===== src/rtl/multi_counter_bank.sv =====
// rtl/multi_counter_bank.sv - bank of NUM_CH counters with clear/load/saturate and overflow tracking
// Optional snapshot capture port set enabled by MULTI_COUNTER_BANK_SNAPSHOT_EN.
module multi_counter_bank #(
  parameter int WIDTH   = 8,
  parameter int NUM_CH  = 4,
  parameter int SLICE_W = 4,
  localparam int CH_W   = (NUM_CH > 1) ? $clog2(NUM_CH) : 1
) (
  input  logic                       clk,
  input  logic                       rst_n,
  input  logic [NUM_CH-1:0]          en,
  input  logic [NUM_CH-1:0]          clr,
  input  logic                       load,
  input  logic [CH_W-1:0]            load_ch,
  input  logic [WIDTH-1:0]           load_val,
  input  logic [NUM_CH-1:0]          mode_sat,
  output logic [NUM_CH*WIDTH-1:0]    count_out,
  output logic [NUM_CH-1:0]          status_msb,
  output logic [NUM_CH*SLICE_W-1:0]  partial_data,
  output logic [NUM_CH-1:0]          wrap_pulse,
  output logic [NUM_CH-1:0]          ovf
`ifdef MULTI_COUNTER_BANK_SNAPSHOT_EN
  ,
  input  logic                       snap_req,
  output logic [NUM_CH*WIDTH-1:0]    snap_data,
  output logic                       snap_valid
`endif
);

  localparam logic [WIDTH-1:0] CNT_MAX = '1;
  localparam logic [WIDTH-1:0] CNT_ONE = WIDTH'(1);

  logic [WIDTH-1:0]  cnt_q [NUM_CH];
  logic [WIDTH-1:0]  cnt_d [NUM_CH];
  logic [NUM_CH-1:0] ovf_q;
  logic [NUM_CH-1:0] ovf_d;
  logic [NUM_CH-1:0] wrap_q;
  logic [NUM_CH-1:0] wrap_d;

  // Out-of-range load_ch never matches any i, so such loads are dropped.
  always_comb begin
    for (int i = 0; i < NUM_CH; i++) begin
      cnt_d[i]  = cnt_q[i];
      ovf_d[i]  = ovf_q[i];
      wrap_d[i] = 1'b0;
      if (clr[i]) begin
        cnt_d[i] = '0;
        ovf_d[i] = 1'b0;
      end else if (load && (int'(load_ch) == i)) begin
        cnt_d[i] = load_val;
        ovf_d[i] = 1'b0;
      end else if (en[i]) begin
        if (cnt_q[i] == CNT_MAX) begin
          ovf_d[i] = 1'b1;
          if (!mode_sat[i]) begin
            cnt_d[i]  = '0;
            wrap_d[i] = 1'b1;
          end
        end else begin
          cnt_d[i] = cnt_q[i] + CNT_ONE;
        end
      end
    end
  end

  always_ff @(posedge clk or negedge rst_n) begin
    if (!rst_n) begin
      for (int i = 0; i < NUM_CH; i++) begin
        cnt_q[i] <= '0;
      end
      ovf_q  <= '0;
      wrap_q <= '0;
    end else begin
      for (int i = 0; i < NUM_CH; i++) begin
        cnt_q[i] <= cnt_d[i];
      end
      ovf_q  <= ovf_d;
      wrap_q <= wrap_d;
    end
  end

  for (genvar g = 0; g < NUM_CH; g++) begin : g_out
    assign count_out[g*WIDTH +: WIDTH]        = cnt_q[g];
    assign status_msb[g]                      = cnt_q[g][WIDTH-1];
    assign partial_data[g*SLICE_W +: SLICE_W] = cnt_q[g][SLICE_W-1:0];
  end

  assign wrap_pulse = wrap_q;
  assign ovf        = ovf_q;

`ifdef MULTI_COUNTER_BANK_SNAPSHOT_EN
  logic [NUM_CH*WIDTH-1:0] cnt_d_flat;

  for (genvar g = 0; g < NUM_CH; g++) begin : g_snap
    assign cnt_d_flat[g*WIDTH +: WIDTH] = cnt_d[g];
  end

  // Capture the post-edge values so snap_data matches the next count_out.
  always_ff @(posedge clk or negedge rst_n) begin
    if (!rst_n) begin
      snap_data  <= '0;
      snap_valid <= 1'b0;
    end else begin
      snap_valid <= snap_req;
      if (snap_req) begin
        snap_data <= cnt_d_flat;
      end
    end
  end
`endif

endmodule


===== config.mk =====
export PLATFORM = sky130hd
export DESIGN_NAME = multi_counter_bank
export DESIGN_NICKNAME = d
export VERILOG_FILES = /design/src/rtl/multi_counter_bank.sv
export SDC_FILE = /design/constraint.sdc
export NUM_CORES = 1
export LEC_CHECK = 0
export CAP_MARGIN = 20
export CORE_MARGIN = 2
export CORE_UTILIZATION = 44
export CTS_BUF_LIST = sky130_fd_sc_hd__clkbuf_4 sky130_fd_sc_hd__clkbuf_8
export DETAILED_ROUTE_END_ITERATION = 7
export PLACE_DENSITY = 0.82
export SLEW_MARGIN = 20
export SYNTH_ARGS = -nofsm -noshare
export SYNTH_HDL_FRONTEND = slang
export SYNTH_SLANG_ARGS = --single-unit

===== constraint.sdc =====
create_clock -name clk -period 1.75 [get_ports clk]
set_clock_uncertainty 0.1 [all_clocks]
set_input_delay 0.4375 -clock clk [delete_from_list [all_inputs] [get_ports clk]]
set_output_delay 0.4375 -clock clk [all_outputs]
set_load 0.1 [all_outputs]

==> metrics.cfg <==
[outcome]
outcome=completed

[sta]
drv_slew=0
hold-worst-slack_ps=79.7
final.period_utilization=0.986
hold_viol=0
timing.fmax_ghz=0.580
fin_crit_ps=1730
setup_viol=0
setup_slack_ps=24.9
tightest_slew_ps=532
worst_slew_margin_rel=0.645

[yosys]
synth_area_leaders=dfrtp_1 (37%), buf_4 (5.8%), a21oi_1 (4.9%)
syn_inst=310
async_flop_share=1.00
ys_seq_elements=40
synth_area_leader_cell=dfrtp_1
synth_ff_type=dfrtp_1
synthesis.area_sq_um=2740
syn_avg_cell_area_sq_um=8.82
yosys.cell_types.count=56
yosysMostFrequentCell=dfrtp_1
yosysSeqAreaShare=0.366
syn-num-nets=339
yosys-top-cells-count=dfrtp_1 (40), a21oi_1 (27), buf_4 (21), nor2_1 (18), nand2_1 (17)
synth_top_cell_area_share=0.366
synth_edf_count=0
yosysWarnings=0

[hold_path]
hold_class=in -> async

[route]
wl_microns=9540
avgRoutedWirePerCell_microns=19.0
ant_nets=0
vias=3156
drt-initial-drc-count=334
drc=0
firstDrtPassIters=4
via_per_inst=6.29

[worst_setup_path]
critical_path.slowest_cell=dfrtp_4
crit_buf_inv=2
cp-start-kind=flop
critPathMaxStageDelay_ps=510
path_cells=buf_4, buf_12
crit_path_end_kind=output pin
worstPathArrival_ps=1190
reg2reg_to=wrap_pulse[0]
r2r_slack_ps=20
crit_family=flip-flops
r2r_cells=5
worst-path-max-fanout=7
required_ps=1210
timing.rr.start=count_out[1]
criticalPathCategory=reg -> out

[global_routing]
track_usage=0.275
antenna_found_initial=0
grt_pass1_vias=3111
grt_max_degree=41
grt_overflow=0
grt_pass1_wl_microns=15600

[place]
dpl.hpwl_microns=6750
place_ws_ps=-489
dp.cells=491
dpl_cell_area_sq_um=4620
port_buffers=84
finalWeightedCongestion=0.933

[power_and_ir_drop]
ir_drop_mv=0.541
p_leak_nw=1.93
p_per_area_nw_per_um2=696
design_power_total_mw=3.33

[floorplanning]
row_count=28
start_util=0.459
core_sq_um=5960
die_h_microns=82.8
pin_count=85
die_w_microns=82.8
dieArea_sq_um=6860

[cts]
clock_latency_ps=300
cts.sinks=40
htree_levels=2
root_buffer=clkbuf_8
clkSlewWorstSetupHoldPaths_ps=90
numCtsBuffers=5
cts_buffer_depth=2
tritoncts=done

[finish]
area_growth_pct=74.8
antenna_cells=0
instances_no_fill=502
drive_above_1_share=0.431
design_area_sq_um=4780
nets=455

[run]
cap_violations=0

worst max path at each step:
stage	startpoint	endpoint	slack, ps	cells past startpoint
2_1_floorplan	count_out[24]	count_out[26]	-130	6
6_report	count_out[1]	partial_data[1]	20	2
4_1_cts	count_out[0]	partial_data[0]	40	2
5_1_grt	count_out[1]	count_out[1]	-9	5
3_5_place_dp	load	count_out[6]	-490	4
3_3_place_gp	load	count_out[24]	-370	5
worst reg2reg max path: stages (launching register included):
cell and delay (ps):
dfrtp_4 450, ha_4 160, and4_1 300, nand4_1 140, buf_4 160, nor4_1 280
what timing repair did:
| item | 4_1_cts | 5_1_grt |
|---|---|---|
| setup endpoints to repair | 31 | 8 |
| resized for setup | 10 | 8 |
| setup buffers | 0 | 2 |
| pin swaps | 0 | 6 |
| hold buffers | 0 | 0 |
| gates cloned | 1 | 0 |
logic make-up after synthesis:
family          share of synthesized area
fa+ha+maj                          0.0183
mux                                0.0146
compound gates                      0.298
xor+xnor                          0.00641
simple gates                        0.204
buf+inv                            0.0924
flops                               0.366
through the flow:
| stage | TNS (ps) | utilization |
|---|---|---|
| after floorplan | -1260 | - |
| after CTS | 0 | 0.796 |
| after detailed placement | -13440 | 0.775 |
| after global placement | -10570 | 0.775 |
| final | 0 | 0.803 |
| after global routing | -9.21 | 0.803 |
power breakdown:
| group | switching [mW] | internal (mW) | total, mW |
|---|---|---|---|
| Clock | 0.375 | 0.316 | 0.691 |
| Combinational | 0.972 | 0.570 | 1.54 |
| Sequential | 0.0984 | 0.997 | 1.09 |
| Total | 1.45 | 1.88 | 3.33 |
cell type report:
class,instances,area (sq um)
clock buffer,6,82.6
clock inverter,2,10.0
fill,360,1170
inverter,11,41.3
multi-input combinational,226,1610
sequential,40,1080
tap,75,93.8
timing repair buffer,142,1870
cell usage in the layout (no fill, tap or decap), types with 11 or more instances in the layout:
cell type,Yosys,final
buf_12,0,60
dfrtp_2,0,18
buf_4,21,56
o21ai_0,12,12
dfrtp_4,0,14
nor2_1,18,18
o31ai_1,11,11
clkdlybuf4s50_1,0,20
nand2_1,17,17
nand3_1,15,15
a21oi_1,27,27
inv_1,11,11
state kept, by name, summed over array words and instances (netlist names):
| name | cells |
|---|---|
| wrap_pulse | 4 |
| ovf | 4 |
| count_out | 32 |
layer usage:
layer	global-route usage	share of wire	wire length, microns
met1	0.343	0.39	3700
met2	0.468	0.50	4750
met3	0.0467	0.078	744
met4	0.119	0.036	342
met5	0	0	0
(Power assumes the default switching activity.)
